===== src/rtl/generation_scheduler.sv =====
// Sequences one Game-of-Life generation at a time: launches the update engine, then
// swaps the double buffer only on a video frame boundary. Optional GEN_COUNT_EN adds gen_count_out.
module generation_scheduler #(
  parameter int SPEED_W = 4,
  parameter int GEN_W   = 16
) (
  input  logic               clk_in,
  input  logic               rst_in,
  input  logic               run_in,
  input  logic               step_in,
  input  logic               vsync_in,
  input  logic [SPEED_W-1:0] speed_in,
  input  logic               logic_done_in,
  output logic               logic_start_out,
  output logic               swap_out,
  output logic               busy_out
`ifdef GEN_COUNT_EN
  ,
  output logic [GEN_W-1:0]   gen_count_out
`endif
);

  typedef enum logic [1:0] {IDLE, COMPUTE, WAIT_FRAME, SWAP} state_e;

  localparam logic [SPEED_W-1:0] CntMax = '1;

  state_e             state_q, state_d;
  logic [SPEED_W-1:0] frame_cnt_q, frame_cnt_d;
  logic               step_pend_q, step_pend_d;
  logic               start_q, swap_q, busy_q;
  logic               launch;

  always_ff @(posedge clk_in or posedge rst_in) begin
    if (rst_in) begin
      state_q     <= IDLE;
      frame_cnt_q <= '0;
      step_pend_q <= 1'b0;
      start_q     <= 1'b0;
      swap_q      <= 1'b0;
      busy_q      <= 1'b0;
    end else begin
      state_q     <= state_d;
      frame_cnt_q <= frame_cnt_d;
      step_pend_q <= step_pend_d;
      start_q     <= launch;
      swap_q      <= (state_d == SWAP);
      busy_q      <= (state_d != IDLE);
    end
  end

  always_comb begin
    state_d = state_q;
    launch  = 1'b0;
    case (state_q)
      IDLE: begin
        if (step_pend_q || (run_in && (frame_cnt_q >= speed_in))) begin
          launch  = 1'b1;
          state_d = COMPUTE;
        end
      end
      COMPUTE:    if (logic_done_in) state_d = vsync_in ? SWAP : WAIT_FRAME;
      WAIT_FRAME: if (vsync_in) state_d = SWAP;
      SWAP:       state_d = IDLE;
      default:    state_d = IDLE;
    endcase
  end

  // The vsync that triggers the swap starts the next frame window, so it is not counted.
  always_comb begin
    frame_cnt_d = frame_cnt_q;
    if (state_d == SWAP)                         frame_cnt_d = '0;
    else if (vsync_in && (frame_cnt_q != CntMax)) frame_cnt_d = frame_cnt_q + 1'b1;
  end

  // A step arriving in the launch cycle is a fresh request and survives the clear.
  always_comb begin
    step_pend_d = step_pend_q;
    if (launch)              step_pend_d = 1'b0;
    if (step_in && !run_in)  step_pend_d = 1'b1;
  end

  assign logic_start_out = start_q;
  assign swap_out        = swap_q;
  assign busy_out        = busy_q;

`ifdef GEN_COUNT_EN
  logic [GEN_W-1:0] gen_cnt_q;

  always_ff @(posedge clk_in or posedge rst_in) begin
    if (rst_in)                gen_cnt_q <= '0;
    else if (state_d == SWAP)  gen_cnt_q <= gen_cnt_q + 1'b1;
  end

  assign gen_count_out = gen_cnt_q;
`else
  logic unused_gen_w;
  assign unused_gen_w = (GEN_W > 0);
`endif

endmodule


===== config.mk =====
export PLATFORM = sky130hd
export DESIGN_NAME = generation_scheduler
export DESIGN_NICKNAME = d
export VERILOG_FILES = /design/src/rtl/generation_scheduler.sv
export SDC_FILE = /design/constraint.sdc
export NUM_CORES = 1
export LEC_CHECK = 0
export CORE_AREA = 2 2 39 41
export CTS_CLUSTER_DIAMETER = 60
export DETAILED_ROUTE_END_ITERATION = 10
export DIE_AREA = 0 0 41 43
export PLACE_DENSITY = 0.78
export SKIP_CTS_REPAIR_TIMING = 1
export SLEW_MARGIN = 20
export SYNTH_ARGS = -nofsm -noshare
export SYNTH_HDL_FRONTEND = slang
export SYNTH_SLANG_ARGS = --single-unit

===== constraint.sdc =====
create_clock -name clk_in -period 1.58 [get_ports clk_in]
set_input_delay 0.237 -clock clk_in [delete_from_list [all_inputs] [get_ports clk_in]]
set_output_delay 0.237 -clock clk_in [all_outputs]
set_load 0.01 [all_outputs]

Word-level counts from Yosys, hierarchy flattened --
Index checks and enable logic that the tools add are counted.
Storage, ports and cells: input bits 10, register bits 10
Operators by class: muxes and demuxes 11, order comparisons 1, eq/ne operators 5, reductions and logical operators 9, add/sub/neg operators 1
Operators by type and width (number):
- 2-to-1 mux 4 bit | 2
- one-hot mux 2 bit (4 select lines) | 1
- == test 2 bit (second input constant) | 3
- 2-to-1 mux 2 bit | 3
- nonzero test 2 bit | 3
- 2-to-1 mux 1 bit | 5
- adder 4 x 1 -> 4 bit (second input constant) | 1
- greater-or-equal comparator 4 bit | 1
- inequality test 4 bit (second input constant) | 1
- logical AND 1 bit | 3
- == test 2 x 1 -> 1 bit (second input constant) | 1
- logical NOT 2 bit | 1
- logical NOT 1 bit | 1
- logical OR 1 bit | 1

Longest topological paths before layout --
Gate-level depths: netlist of the first run.
depth after elaboration 7, mapped depth 6

Worst setup path after synthesis of the first run --
OpenSTA, ideal clock, no wires.
kind register to register, start register frame_cnt_q[3], end register busy_q (netlist: busy_out), stages on the path, launching flop included 5, clock period less this slack 1457 ps, path slack 123 ps, data arrival time 1328 ps, data required time 1451 ps, setup time 129 ps, cell sequence dfrtp_1 ha_1 or4_1 o21ai_0 a21oi_1
Between the ends: cells in the longest elaborated chain, start to end 6
RTL lines:
- start, declared | RTL line 28 | logic [SPEED_W-1:0] frame_cnt_q, frame_cnt_d;
- start signal, assigned | RTL line 43 | frame_cnt_q <= frame_cnt_d;
- greater-or-equal comparator 4 bit | RTL line 56 | if (step_pend_q || (run_in && (frame_cnt_q >= speed_in))) begin
- logical AND 1 bit | RTL line 56
- logical OR 1 bit | RTL line 56
- 2-to-1 mux 2 bit | RTL line 56
- one-hot mux 2 bit (4 select lines) | RTL line 54 | case (state_q)
- nonzero test 2 bit | RTL line 47 | busy_q <= (state_d != IDLE);
- end signal, assigned | RTL line 47
- end, declared | RTL line 30 | logic start_q, swap_q, busy_q;
No other way between the ends. A chain may end at the register's enable or synchronous reset.

Worst setup path after layout of the first run --
start input port speed_in[3], end register busy_q (netlist: busy_out)
Between the ends: cells in the longest elaborated chain, start to end 6
RTL lines:
- start, declared | RTL line 12 | input logic [SPEED_W-1:0] speed_in,
- greater-or-equal comparator 4 bit | RTL line 56
- logical AND 1 bit | RTL line 56
- logical OR 1 bit | RTL line 56
- 2-to-1 mux 2 bit | RTL line 56
- one-hot mux 2 bit (4 select lines) | RTL line 54
- nonzero test 2 bit | RTL line 47
No other way between the ends.

==> impl_metrics.ini, run 1 <==
[synthesis]
synth-edff-count = 0
yosysTopAreaCell = dfrtp_1
ys_async_sr_fraction = 1.000
synth.net_count = 73
most_numerous_cell_types_in_the_synthesized_netlist = dfrtp_1, o21ai_0, inv_1
synth_warnings = 0
synthDominantCellAreaShare = 0.4545
yosysSeqAreaShare = 0.4545
syn_area_um2 = 550.5
yosysMostFrequentCell = dfrtp_1
syn_area_per_cell_um2 = 9.492
ys_ff_latch = 10
synth-main-ff-cell = dfrtp_1
postSynthCellCount = 58
count_of_unique_library_cells_instantiated_by_yosys = 22
most_area_consuming_cells_after_synthesis = dfrtp_1, ha_1, o21ai_0

[worst_setup_path]
worst-endpoint-required_ns = 1.73
worstPathMaxFanout = 3
worstPathBufferInverterCount = 2
r2r_start = frame_cnt_q[3]
cp_slowest_stage_delay_ns = 0.54
cp.arrival_ns = 1.68
crit_type = input port to flip-flop
worstPathCellList = clkdlybuf4s50_1, inv_1, ha_1, or4_1, o21ai_2, a21oi_1
reg2reg_to = busy_out
crit_family = simple AND/OR/NAND/NOR gates
timing.reg2reg.worst_path_depth = 4
setup.reg_to_reg.worst_slack_ns = 0.13
worstSetupStartpointType = input port
cpMaxStageDelayCell = or4_1
critical_path.endpoint_type = flip-flop

[sta]
report.final.hold_viol_count = 0
highest_clock_rate_mhz = 651.6
timing_worst_slew_pin_value_ns = 0.3904
timing.clock.skew_ns = 0.003918
min_period_over_period = 0.9714
setup_viol_count_final = 0
setup_repair_after_global_routing_missed_its_margin = true
slew-limit-headroom = 0.7395
finalCriticalPeriod_ns = 1.535
slew_viol_final = 0

[pwr]
p_comb_frac = 0.436
power.ir.vdd_worst_uv = 952.2
total_power_mw = 1.276
total_switching_power_mw = 0.4582
seq_power_share = 0.381
total_leakage_power_nw = 0.3543
pwr_density_cell_nw_per_um2 = 1693
intPower_mw = 0.8174
clock_power_share = 0.183
switching_share = 0.3592

[layout]
layout_area_overhead_pct = 36.82
post-route-cell-area_um2 = 753.2
instances_no_fill = 93
layout-drive-gt1-share = 0.1688
finalNetCount = 93
final-seq-area_um2 = 250.2
multi_input_area_um2 = 274.0
final.fill_count = 124
antenna-diode-count = 0

[clock_network]
cts_num_sinks = 10
clk_latency_ns = 0.27
ctsLongestPathBuffers = 2
cts_inserted_buffers = 3
cts_root_buffer = clkbuf_4
cts_tree = built
cts.clk_slew.worst_paths_ns = 0.07
htreeDepth = 1

[detailed_routing]
routed-via-count = 477
routed_wirelength_um = 1035
drc = 0
detail_route.wl_per_cell_um = 11.13
drt_iter0_markers = 3
firstDrtPassIters = 4
route.detailed.vias_per_inst = 5.129
drtAntennaViolNets = 0

[global_routing]
first_global_vias = 452
grt_first_pass_wirelength_um = 1794
initial_antenna_violation_count = 0
global_route.usage.total = 0.1570
aggregate_global_routing_overflow = 0
grt_start_max_net_pins = 11

[floorplanning]
floorplan.io_pins = 13
dieArea_um2 = 1763
core_um2 = 1384
die_h_um = 43
die_w_um = 41
placement_rows = 14
initial_core_util = 0.3978

[placed_design]
place_area_um2 = 713.2
buffer_ports.inserted = 12
gp_routability_congestion = 0.8371
dp_cells = 89
hpwlAfterDp_um = 804.4

[worst_hold_path]
hold_class = input port to async pin

[run]
maxCapViolations = 0

[status]
run_status = completed
## cells by family after synthesis
logic type / after synthesis / share of synthesized area
compound gates: 18 / 0.1818
simple gates: 15 / 0.1477
flops: 10 / 0.4545
buf+inv: 8 / 0.05455
fa+ha+maj: 5 / 0.1136
mux: 2 / 0.04772
## worst reg2reg max path: cells and delay by family, from the launching register on
kind	cells	cell delay [ns]
AO/OA/AOI/OAI	2	0.21
adder cells (fa/ha/maj)	1	0.20
flip-flops	1	0.38
AND/OR/NAND/NOR	1	0.54
## metal layers
layer | GRT usage | wire length, um
met5 | 0 | 0
met4 | 0.04000 | 17
met3 | 0.09424 | 81
met2 | 0.2500 | 517
met1 | 0.1689 | 417
## flip-flops by register name, indices dropped and copies added (netlist names)
name,cells
busy_out,1
frame_cnt_q,4
logic_start_out,1
state_q,2
step_pend_q,1
swap_out,1
## power groups by stage
stage                     Sequential (mW)  Clock [mW]  Combinational (mW)
after floorplan                     0.494           0               0.307
after global placement              0.485           0               0.517
after detailed placement            0.491           0               0.541
after CTS                           0.488       0.242               0.544
after global routing                0.510       0.253               0.634
final                               0.486       0.233               0.556
## per-stage QoR
step	worst slack, ns	util	TNS, ns	hold WS (ns)
finish	0.04520	0.5443	0	0.2364
global route	-0.006760	0.5443	-0.006760	0.2895
CTS	-0.03995	0.5416	-0.03995	0.2478
detailed placement	-0.3320	0.5154	-0.8693	0.5476
global placement	-0.2632	0.5154	-0.6821	0.5369
floorplan	0.1228	-	0	0.07718
## cell type report
type | count | share of cell area
clock buffer | 4 | 0.04817
inverter | 8 | 0.03987
multi-input combinational | 40 | 0.3638
sequential | 10 | 0.3322
tap | 16 | 0.02658
timing repair buffer | 15 | 0.1894
## placed cells by master (no fill, tap or decap), drive strengths merged
master	instances
nor2	3
ha	5
nor2b	1
a41oi	1
clkdlybuf4s50	12
nand3	2
a22o	1
nor3	1
a21oi	5
or4	1
clkbuf	4
nand2	4
and3	1
nand2b	1
inv	8
dfrtp	10
buf	3
a211oi	1
o21ai	10
mux2	2
nor4	1
## worst max path at each step
stage                         from               to  slack (ns)  depth (start not counted)
finish                 speed_in[3]         busy_out        0.05                          6
global placement       speed_in[3]         busy_out       -0.26                          6
floorplan           frame_cnt_q[3]         busy_out        0.12                          4
global route           speed_in[2]  logic_start_out      -0.007                          7
CTS                    speed_in[3]         busy_out       -0.04                          6
detailed placement     speed_in[3]         busy_out       -0.33                          6
Note: power is estimated with default switching activity, not from simulation.
==> run 2, diff against run 1 <==
--- a/config.mk
+++ b/config.mk
@@ -5,10 +5,12 @@
 export SDC_FILE = /design/constraint.sdc
 export NUM_CORES = 1
 export LEC_CHECK = 0
+export CAP_MARGIN = 20
 export CORE_AREA = 2 2 39 41
 export CTS_CLUSTER_DIAMETER = 60
 export DETAILED_ROUTE_END_ITERATION = 10
 export DIE_AREA = 0 0 41 43
+export HOLD_SLACK_MARGIN = 0.1
 export PLACE_DENSITY = 0.78
 export SKIP_CTS_REPAIR_TIMING = 1
 export SLEW_MARGIN = 20
==> results of run 2 <==
The final DEF is identical to that of run 1; final timing and power are the same.
